## src/rtl/pc_fetch_gen.sv

```systemverilog
// Fetch-PC owner: one fetch request in flight at a time, response held for decode
// behind a valid/ready handshake, trap/branch redirects kill stale fetches.
`timescale 1ns/1ps
module pc_fetch_gen #(
  parameter int              XLEN    = 64,
  parameter logic [XLEN-1:0] PC_INIT = 64'h0000_0000_8000_0000,
  parameter int              ISTEP   = 4,
  parameter int              ILEN    = 32
) (
  input  logic            clk,
  input  logic            reset,
  input  logic            i_trap_valid,
  input  logic [XLEN-1:0] i_trap_pc,
  input  logic            i_br_valid,
  input  logic [XLEN-1:0] i_br_pc,
  output logic            o_ireq_valid,
  output logic [XLEN-1:0] o_ireq_addr,
  input  logic            i_ireq_ready,
  input  logic            i_iresp_valid,
  input  logic [ILEN-1:0] i_iresp_data,
  output logic            o_out_valid,
  output logic [XLEN-1:0] o_out_pc,
  output logic [ILEN-1:0] o_out_instr,
  output logic            o_out_misalign,
  input  logic            i_out_ready,
  output logic [1:0]      o_dbg_state
);

  // Handshakes: a transfer happens on a rising edge where valid && ready are both 1.
  // ireq_addr is held while ireq_valid && !ireq_ready; out_* are held while
  // out_valid && !out_ready unless a redirect drops the instruction.

  typedef enum logic [1:0] {
    S_REQ  = 2'd0,
    S_WAIT = 2'd1,
    S_HOLD = 2'd2
  } state_t;

  localparam logic [XLEN-1:0] STEP       = XLEN'(ISTEP);
  localparam logic [XLEN-1:0] ALIGN_MASK = XLEN'(ISTEP - 1);

  state_t          r_state, w_state_nx;
  logic [XLEN-1:0] r_pc, w_pc_nx;
  logic [XLEN-1:0] r_req_addr, w_req_nx;
  logic [ILEN-1:0] r_instr, w_instr_nx;
  logic            r_misalign, w_mis_nx;
  logic            r_kill, w_kill_nx;

  logic            w_redir;
  logic [XLEN-1:0] w_target;
  logic            w_tgt_mis;

  assign w_redir   = i_trap_valid | i_br_valid;
  assign w_target  = i_trap_valid ? i_trap_pc : i_br_pc;
  assign w_tgt_mis = (w_target & ALIGN_MASK) != '0;

  always_ff @(posedge clk) begin
    if (reset) begin
      r_state    <= S_REQ;
      r_pc       <= PC_INIT;
      r_req_addr <= PC_INIT;
      r_instr    <= '0;
      r_misalign <= 1'b0;
      r_kill     <= 1'b0;
    end else begin
      r_state    <= w_state_nx;
      r_pc       <= w_pc_nx;
      r_req_addr <= w_req_nx;
      r_instr    <= w_instr_nx;
      r_misalign <= w_mis_nx;
      r_kill     <= w_kill_nx;
    end
  end

  always_comb begin
    w_state_nx = r_state;
    w_pc_nx    = r_pc;
    w_req_nx   = r_req_addr;
    w_instr_nx = r_instr;
    w_mis_nx   = r_misalign;
    w_kill_nx  = r_kill;
    case (r_state)
      S_REQ: begin
        // A stale request still goes out; kill marks its response for discard.
        if (i_ireq_ready) w_state_nx = S_WAIT;
        if (w_redir)      w_kill_nx  = 1'b1;
      end
      S_WAIT: begin
        if (i_iresp_valid) begin
          if (!r_kill && !w_redir) begin
            w_instr_nx = i_iresp_data;
            w_state_nx = S_HOLD;
          end else begin
            // r_pc already holds the redirect target when only kill is pending
            w_kill_nx = 1'b0;
            w_req_nx  = w_redir ? w_target : r_pc;
            if (w_redir ? w_tgt_mis : r_misalign) begin
              w_instr_nx = '0;
              w_state_nx = S_HOLD;
            end else begin
              w_state_nx = S_REQ;
            end
          end
        end else if (w_redir) begin
          w_kill_nx = 1'b1;
        end
      end
      S_HOLD: begin
        if (w_redir) begin
          w_req_nx = w_target;
          if (w_tgt_mis) w_instr_nx = '0;
          else           w_state_nx = S_REQ;
        end else if (!r_misalign && i_out_ready) begin
          w_pc_nx    = r_pc + STEP;
          w_req_nx   = r_pc + STEP;
          w_state_nx = S_REQ;
        end
      end
      default: w_state_nx = S_REQ;
    endcase
    if (w_redir) begin
      w_pc_nx  = w_target;
      w_mis_nx = w_tgt_mis;
    end
  end

  assign o_ireq_valid   = !reset && (r_state == S_REQ);
  assign o_ireq_addr    = r_req_addr;
  assign o_out_valid    = !reset && (r_state == S_HOLD) && !w_redir;
  assign o_out_pc       = r_pc;
  assign o_out_instr    = r_misalign ? '0 : r_instr;
  assign o_out_misalign = !reset && (r_state == S_HOLD) && r_misalign;
  assign o_dbg_state    = r_state;

endmodule
```

## config.mk

```make
export PLATFORM = sky130hd
export DESIGN_NAME = pc_fetch_gen
export DESIGN_NICKNAME = d
export VERILOG_FILES = /design/src/rtl/pc_fetch_gen.sv
export SDC_FILE = /design/constraint.sdc
export NUM_CORES = 1
export LEC_CHECK = 0
export BUFFER_PORTS_ARGS = -buffer_cell sky130_fd_sc_hd__buf_4
export CORE_MARGIN = 1.5
export CORE_UTILIZATION = 47
export DETAILED_ROUTE_END_ITERATION = 8
export PLACE_DENSITY = 0.78
export SLEW_MARGIN = 40
export SYNTH_ARGS = -nofsm -noshare
export SYNTH_HDL_FRONTEND = slang
export SYNTH_SLANG_ARGS = --single-unit
```

## constraint.sdc

```tcl
create_clock -name clk -period 2.2 [get_ports clk]
set_input_delay 0.22 -clock clk [delete_from_list [all_inputs] [get_ports clk]]
set_output_delay 0.22 -clock clk [all_outputs]
set_load 0.03 [all_outputs]
```

---- Word-level counts from Yosys, hierarchy flattened ----
Index checks and enable logic that the tools add are counted.
operators by class
  add/sub/neg operators ................... 1
  mux-type cells .......................... 29
  bitwise operators ....................... 1
  equal/unequal tests ..................... 11
  reductions and logical operators ........ 21
operators with widths
  operator                                             count
  two-way mux 64 bit                                   8
  two-way mux 32 bit                                   6
  case mux 64 bit (2 select lines)                     1
  adder 64 x 3 -> 64 bit, second input constant        1
  case mux 32 bit (2 select lines)                     1
  nonzero test 64 bit                                  1
  two-way mux 2 bit                                    7
  inequality test 3 bit, second input constant         4
  inequality test 2 bit, second input constant         5
  AND reduction 4 bit                                  2
  nonzero test 2 bit                                   4
  logical AND 1 bit                                    6
  case mux 2 bit (3 select lines)                      1
  AND reduction 5 bit                                  1
  logical NOT 1 bit                                    4
  two-way mux 1 bit                                    4
  AND reduction 2 bit                                  2
  equality test 2 x 1 -> 1 bit, second input constant  1
  equality test 2 bit, second input constant           1
  logical NOT 2 bit                                    1
  case mux 1 bit (2 select lines)                      1
  OR 1 bit                                             1
storage, ports and cells
  register bits ........................... 164
  logic and storage cells ................. 69

---- Depth between registers and ports, before layout ----
Gate-level depths: netlist of the first run.
  word-level depth ........................ 7
  depth in mapped cells ................... 10
  depth with buffers taken out ............ 8

---- Worst setup path after synthesis of the first run ----
Ideal clock, no wire load.
  path type ............................... flip-flop to flip-flop
  start ................................... register r_pc[2] (netlist: o_out_pc[2])
  end ..................................... register r_req_addr[62] (netlist: o_ireq_addr[62])
  setup slack ............................. -421 ps
  library setup time ...................... 61 ps
  cell stages (with the launch flop) ...... 9
  required time ........................... 2139 ps
  arrival ................................. 2561 ps
  path buffers ............................ 1
  path through ............................ dfxtp_1 > ha_1 > and3_1 > buf_4 > nand4_4 > or4_4 > or4_1 > nand4_1 > a32o_1
between the ends
  word-level cells in the longest chain between the ends .. 4
ends and longest elaborated chain
  item                              line  text
  start, declared                   43    logic [XLEN-1:0] r_pc, w_pc_nx;
  start signal, assigned            67    r_pc <= w_pc_nx;
  adder 64 x 3 -> 64 bit            115   w_req_nx = r_pc + STEP;
  two-way mux 64 bit                113   end else if (!r_misalign && i_out_ready) begin
  two-way mux 64 bit                109   if (w_redir) begin
  case mux 64 bit (2 select lines)  82    case (r_state)
  end signal, assigned              68    r_req_addr <= w_req_nx;
  end, declared                     44    logic [XLEN-1:0] r_req_addr, w_req_nx;
Every way passes these cells. The select of a mux whose other input is x is not followed.
A chain may end at the register's enable or synchronous reset.

---- Worst setup path in the final report of the first run ----
  start ................................... register r_pc[35] (netlist: o_out_pc[35])
  end ..................................... register r_req_addr[56] (netlist: o_ireq_addr[56])
The elaborated chain is that of the path after synthesis.

==> metrics.sh, run 1 <==
WORSTSKEWPAIRLATENCY_PS=450
NUM-NETS-FINAL=1899
GRT_PASS1_VIAS=11831
LAYOUT_SKEW_PS=13.6
MIN_PERIOD_PS=2150
RUN_STATUS='complete, no violations'
SYNTH_CELLS=1368
REPORT.FINAL.SETUP_VIOL=0
P_INT_mW=6.12
VDD_IR_DROP_MAX_mV=0.570
INSERTED_CLOCK_BUFFERS=17
FMAX_MHz=466
CP_MAX_FO=9
WORST_PATH_LARGEST_CELL_DELAY_PS=550
CRITICAL_PATH_ARRIVAL_PS=2530
CTS_CLOCK_PIN_SLEW_FOR_THE_WORST_SETUP_AND_HOLD_PATHS_PS=80
POWER.SHARE.CLOCK_PCT=34.5
SWITCHINGPOWER_mW=3.23
GLOBALROUTE.TOTALOVERFLOW=0
FINAL_CORE_UTIL_PCT=68.8
START_UTIL_PCT=48.0
NUMBER_OF_ITERATIONS_IN_THE_FIRST_DETAILED_ROUTING_PASS=6
ROW_COUNT=53
P_LEAK_nW=5.75
AREA_GROW_SYN2LAYOUT_PCT=43.3
TOP_CELL_TYPE_S_SHARE_OF_SYNTHESIZED_AREA_PCT=32.4
PLACED_CELLS=1980
STARTPOINT_TYPE='flop'
TIMING.SLEW.HEADROOM_PCT=58.8
FIN_CELLS=2016
POWER_FRAC_COMB_PCT=29.2
CLOCK_TREE.BUFFER_DEPTH=2
MAX_SLEW.WORST_PIN.SLEW_PS=618
DIE_W_UM=150
TRITONCTS='yes'
PATH_CELLS='buf_4 > nand3_1 > nor3_1 > nand4_1 > or4_1 > a31o_2 > a21oi_1'
P_SEQ_SHARE_PCT=36.4
WORSTSETUPPATHTYPE='reg2reg'
POSTSYNTH.ASYNCRESETSHARE_PCT=0
YS_WARN_COUNT=0
N_FILL_CELL=1775
HTREEDEPTH=4
TIMING.CRITICAL_PATH.MAX_DELAY_FAMILY='simple AND/OR/NAND/NOR gates'
DESIGN.DIE.AREA_SQ_UM=22400
POWER_DENSITY_OVER_THE_CELLS_nW_PER_UM2=645
CRIT_SLOWEST_CELL='sky130_fd_sc_hd__or4_1'
IOPINCOUNT=332
CRITPATHCAPTURETYPE='flop'
POST-ROUTE-PERIOD-UTIL_PCT=97.6
NUMBER_OF_ANTENNA_VIOLATIONS_AT_THE_FIRST_CHECK_IN_GLOBAL_ROUTING=0
DETAILED_PLACE_HPWL_MM=29.6
WL_PER_CELL_UM=20.3
GP_CONGESTION=0.976
SYNTH.DISTINCT_CELLS=66
SYNTH.AREA.TOP_CELLS='sky130_fd_sc_hd__dfxtp_1 (32%), sky130_fd_sc_hd__a21oi_1 (5.8%), sky130_fd_sc_hd__nand2_1 (5.1%)'
LAYOUT_COMMONEST_CELL='sky130_fd_sc_hd__buf_4'
MOST-COMMON-LAYOUT-CELLS='sky130_fd_sc_hd__buf_4 (455), sky130_fd_sc_hd__nand2_1 (137), sky130_fd_sc_hd__dfxtp_1 (127), sky130_fd_sc_hd__a21oi_1 (117), sky130_fd_sc_hd__nor2_1 (103)'
CP_DATA_REQUIRED_TIME_PS=2580
DRV.MAX_CAP_VIOLATION_COUNT=0
GRTUSAGETOTAL_PCT=35.2
RSZ0062_AT_GRT='yes'
CRITICAL_PATH_BUF_INV_COUNT=1
SYNTH_AREA_PER_CELL_SQ_UM=7.40
SYNTH.NET_COUNT=1539
CTS_SINKS=164
ANT_DIODES=0
ANTENNA_LEFT=0
FLOORPLAN.DIE.HEIGHT_UM=150
POSTROUTEWIRELENGTH_MM=40.9
DRT_FIRST_ITER_VIOLATIONS=1089
HOLD_CLASS='in2reg'
STD_CELL_CORE_AREA_SQ_UM=21100
NUMBER_OF_SYNTHESIZED_FLOPS_WITH_AN_ENABLE_PIN=0
SYNTH.CELL_AREA_SQ_UM=10100
GRT_FIRST_PASS_WIRELENGTH_MM=62.3
POST_ROUTE_CELLS_DRIVE_ABOVE_1_SHARE_PCT=34.2
DRT_DRC_VIOLATIONS_LEFT=0
REPORT.FINAL.SLEW_VIOL_COUNT=0
NUM_VIAS=12660
GRT_MAX_DEGREE=85
DETAIL_ROUTE.VIAS_PER_CELL=6.28
CLOCKROOTBUFFER='sky130_fd_sc_hd__clkbuf_16'
TIMING.FINAL.HOLD_VIOLATIONS=0
SWITCHING_PART_OF_THE_TOTAL_POWER_PCT=34.6
IO_BUFFER_COUNT=331
SEQ_AREA_FRAC_SYNTH_PCT=32.4
YS.FLOP_TYPE='sky130_fd_sc_hd__dfxtp_1'
YOSYSTOPAREACELL='sky130_fd_sc_hd__dfxtp_1'
SYNTH-SEQ-CELLS=164
-- kinds of logic after synthesis --
| group | Yosys count | synth area share (%) |
|---|---|---|
| simple gates | 577 | 29.0 |
| compound gates | 421 | 27.1 |
| flops | 164 | 32.4 |
| buf+inv | 144 | 5.70 |
| xor+xnor | 42 | 3.64 |
| mux | 16 | 1.60 |
| fa+ha+maj | 4 | 0.495 |
-- power groups by stage --
stage | Sequential, mW | Clock [mW] | Combinational [mW]
after floorplan | 3.90 | 0 | 1.06
after global placement | 3.45 | 0 | 2.64
final | 3.40 | 3.23 | 2.73
after global routing | 3.43 | 3.35 | 2.89
after CTS | 3.39 | 3.23 | 2.69
after detailed placement | 3.46 | 0 | 2.68
-- stage by stage --
step	TNS, ps	total power [mW]	area [sq um]	worst slack (ps)	hold slack (ps)
6_report	0	9.36	14500	51.8	35.8
3_3_place_gp	0	6.09	13800	17.3	434
4_1_cts	0	9.32	14400	13.2	25.4
3_5_place_dp	-64.0	6.14	13800	-32.3	438
2_1_floorplan	-179	4.96	10200	-124	336
5_1_grt	-209	9.67	14500	-63.1	40.7
-- registers in the layout (all words and copies together), names as in the netlist --
name	count
o_dbg_state	2
o_ireq_addr	64
r_instr	32
r_misalign	1
o_out_pc	64
r_kill	1
-- synth_stat cells, drive strengths merged (24+ instances only) --
master,count
nor2b,41
a211oi,33
o21ai,77
nand2,138
buf,30
nor4,31
nor3,65
nor2,108
clkbuf,101
dfxtp,164
a31oi,24
xnor2,37
a21oi,117
nand4,45
a22oi,33
nand3,75
-- worst paths after layout --
path / depth (start not counted) / start / to / slack, ps
worst max register to register: 7 / o_out_pc[35] / o_ireq_addr[56] / 50
worst max-delay path: 7 / o_out_pc[35] / o_ireq_addr[56] / 50
worst min-delay path: 2 / i_iresp_valid / r_kill / 40
worst min register to register: 2 / r_instr[14] / r_instr[14] / 450
-- repair_timing --
action | CTS | global route
hold buffers | 0 | 0
endpoints found under the hold margin | 0 | 0
pin swaps | 0 | 9
setup endpoints to repair | 6 | 34
resized for setup | 3 | 26
buffers inserted | 0 | 4
-- area by class of cell --
| cell class | count | area [sq um] | area share, % |
|---|---|---|---|
| clock buffer | 17 | 425 | 2.93 |
| clock inverter | 15 | 194 | 1.34 |
| inverter | 13 | 48.8 | 0.336 |
| multi-input combinational | 1060 | 6430 | 44.3 |
| sequential | 164 | 3340 | 23.0 |
| tap | 275 | 344 | 2.37 |
| timing repair buffer | 472 | 3720 | 25.7 |
-- per-layer routing --
layer / GRT usage, % / part of all wire (%) / vias to the layer above
li1: - / - / 5789
met5: 0 / 0 / -
met4: 17.0 / 4.4 / 0
met3: 8.05 / 9.7 / 141
met2: 57.7 / 46 / 776
met1: 43.6 / 39 / 5954
Power figures use the tool's default switching activity.
==> inputs of run 2 (changes only) <==
PLACE_DENSITY = 0.8   (was 0.78)
==> run 2 against run 1 <==
Effect of this change: hold slack lost 8.6 ps; sequential cell count unchanged; critical path depth is 1 lower; clock-buffer cell count stayed put; first-iteration DRC count up 3.7%; wire length rose by 1.9%; largest power group unchanged.
==> metrics.sh, run 2 (synthesis gave the netlist of run 1 again) <==
CRIT_SLOWEST_CELL='sky130_fd_sc_hd__or4_4'
GRT_FIRST_PASS_WIRELENGTH_MM=63.9
DRT_DRC_VIOLATIONS_LEFT=0
CTS-HOLD-FIX-BUFFERS=0
DETAILED_PLACE_HPWL_MM=30.4
STARTPOINT_TYPE='flop'
TIMING.RR.END='o_ireq_addr[62]'
WORST-R2R-SETUP-SLACK_PS=50
ROW_COUNT=53
INSERTED_CLOCK_BUFFERS=17
P_INT_mW=5.84
POWER_FRAC_COMB_PCT=30.1
CP_DATA_REQUIRED_TIME_PS=2590
PLACEMENT.SETUP.WORST_SLACK_PS=-100
IOPINCOUNT=332
FMAX_MHz=465
NUMBER_OF_ITERATIONS_IN_THE_FIRST_DETAILED_ROUTING_PASS=6
DIE_W_UM=150
REPORT.FINAL.SLEW_VIOL_COUNT=0
CTS_CLOCK_PIN_SLEW_FOR_THE_WORST_SETUP_AND_HOLD_PATHS_PS=80
FINAL_CORE_UTIL_PCT=69.4
STD_CELL_CORE_AREA_SQ_UM=21100
ANT_DIODES=0
ANTENNA_LEFT=0
CRIT_TOP_CELL='sky130_fd_sc_hd__or4_4'
MOST-COMMON-LAYOUT-CELLS='sky130_fd_sc_hd__buf_4 (472), sky130_fd_sc_hd__nand2_1 (137), sky130_fd_sc_hd__dfxtp_1 (123), sky130_fd_sc_hd__a21oi_1 (117), sky130_fd_sc_hd__nor2_1 (102)'
DRT_FIRST_ITER_VIOLATIONS=1129
WORST_PATH_LARGEST_CELL_DELAY_PS=600
RUN_STATUS='complete, no violations'
TRITONCTS='yes'
TIMING.SLEW.HEADROOM_PCT=61.9
WORSTHOLDENDPOINT='r_kill'
WORSTSETUPPATHTYPE='reg2reg'
HOLD_START='i_iresp_valid'
CLOCK_TREE.BUFFER_DEPTH=2
HOLD_CLASS='in2reg'
P_SEQ_SHARE_PCT=37.1
SWITCHING_PART_OF_THE_TOTAL_POWER_PCT=36.3
CRIT-REG2REG-LAUNCH='o_out_pc[27]'
WL_PER_CELL_UM=20.5
CTS_SINKS=164
GRT_PASS1_VIAS=12076
SWITCHINGPOWER_mW=3.32
START_UTIL_PCT=48.0
POWER.SHARE.CLOCK_PCT=32.8
WHS_PATH_DEPTH=2
GLOBALROUTE.TOTALOVERFLOW=0
GP_CONGESTION=0.958
WORSTSKEWPAIRLATENCY_PS=450
DETAIL_ROUTE.VIAS_PER_CELL=6.28
FF2FF_PATH_DEPTH=6
CP_MAX_FO=7
POST-ROUTE-PERIOD-UTIL_PCT=97.7
HTREEDEPTH=4
TIMING.FINAL.HOLD_VIOLATIONS=0
DRV.MAX_CAP_VIOLATION_COUNT=0
LAYOUT_SKEW_PS=12.1
CRITICAL_PATH_ARRIVAL_PS=2540
POST_ROUTE_CELLS_DRIVE_ABOVE_1_SHARE_PCT=35.4
LAYOUT_COMMONEST_CELL='sky130_fd_sc_hd__buf_4'
REPORT.FINAL.SETUP_VIOL=0
FLOORPLAN.DIE.HEIGHT_UM=150
PATH_CELLS='and4_4 > nand3_1 > or4_4 > or4_4 > nand4_1 > a32o_1'
TOTAL_POWER_mW=9.17
P_LEAK_nW=5.83
NUM_VIAS=12758
VDD_IR_DROP_MAX_mV=0.522
DESIGN.DIE.AREA_SQ_UM=22400
GRT_MAX_DEGREE=86
RSZ0062_AT_GRT='yes'
AREA_GROW_SYN2LAYOUT_PCT=44.7
MIN_PERIOD_PS=2150
IO_BUFFER_COUNT=331
NUM-NETS-FINAL=1915
CRITPATHCAPTURETYPE='flop'
FINAL_SETUP_MARGIN_PS=50.2
POSTROUTEWIRELENGTH_MM=41.7
GRTUSAGETOTAL_PCT=36.1
POWER_DENSITY_OVER_THE_CELLS_nW_PER_UM2=626
CLOCKROOTBUFFER='sky130_fd_sc_hd__clkbuf_16'
MAX_SLEW.WORST_PIN.SLEW_PS=571
NUMBER_OF_ANTENNA_VIOLATIONS_AT_THE_FIRST_CHECK_IN_GLOBAL_ROUTING=0
-- run 2: cell types whose count changed in the layout (fill, tap and decap cells not counted), sizes merged --
cell    delta
buf       +16
bufinv     -3
inv        +3
-- run 2: power groups by stage --
stage          Clock (mW)  Combinational (mW)  Sequential, mW
2_1_floorplan           0                1.06            3.90
3_3_place_gp            0                2.67            3.45
3_5_place_dp            0                2.71            3.46
4_1_cts              3.00                2.72            3.39
5_1_grt              3.15                2.93            3.43
6_report             3.01                2.76            3.40
-- run 2: metrics by stage --
step                TNS (ps)  instances  hold slack [ps]  instance area, sq um
global placement        -163       1994              434                 13900
floorplan               -179       1368              336                 10200
global route           -77.4       2032             36.0                 14600
detailed placement      -502       1994              438                 13900
finish                     0       2032             27.2                 14600
CTS                        0       2026             18.4                 14500
-- run 2: worst max path at each step --
stage                 start  slack [ps]              end  depth (start not counted)
5_1_grt        o_out_pc[31]         -30  o_ireq_addr[56]                          7
2_1_floorplan  o_out_pc[25]        -120  o_ireq_addr[62]                          8
4_1_cts         o_out_pc[2]         0.6     o_out_pc[46]                          9
6_report       o_out_pc[27]          50  o_ireq_addr[62]                          6
3_5_place_dp    o_out_pc[2]        -100  o_ireq_addr[52]                          8
3_3_place_gp    o_out_pc[2]         -50  o_ireq_addr[52]                          8
-- run 2: final cells by class --
cell class / count / area [sq um]
Sequential cell: 164 / 3350
Clock buffer: 17 / 425
Fill cell: 1747 / 6450
Timing Repair Buffer: 488 / 3830
Clock inverter: 15 / 156
Inverter: 13 / 48.8
Multi-Input combinational cell: 1060 / 6480
Tap cell: 275 / 344
-- run 2: what timing repair did --
action                     CTS  global route
setup endpoints to repair   14            44
resized for setup            5            36
setup buffers                0             5
gates cloned                 0             1
pin swaps                    0             7
-- run 2: layer usage --
| layer | part of all wire (%) | vias to the layer above | GRT usage (%) |
|---|---|---|---|
| li1 | - | 5838 | - |
| met1 | 39 | 5984 | 45.2 |
| met2 | 47 | 784 | 60.0 |
| met3 | 9.8 | 152 | 6.95 |
| met4 | 4.4 | 0 | 16.6 |
| met5 | 0 | - | 0 |
-- run 2: critical path: cells and delay by family, from the launching register on --
family / cells / cell delay (ps)
simple gates: 5 / 1560
flops: 1 / 390
compound gates: 1 / 150
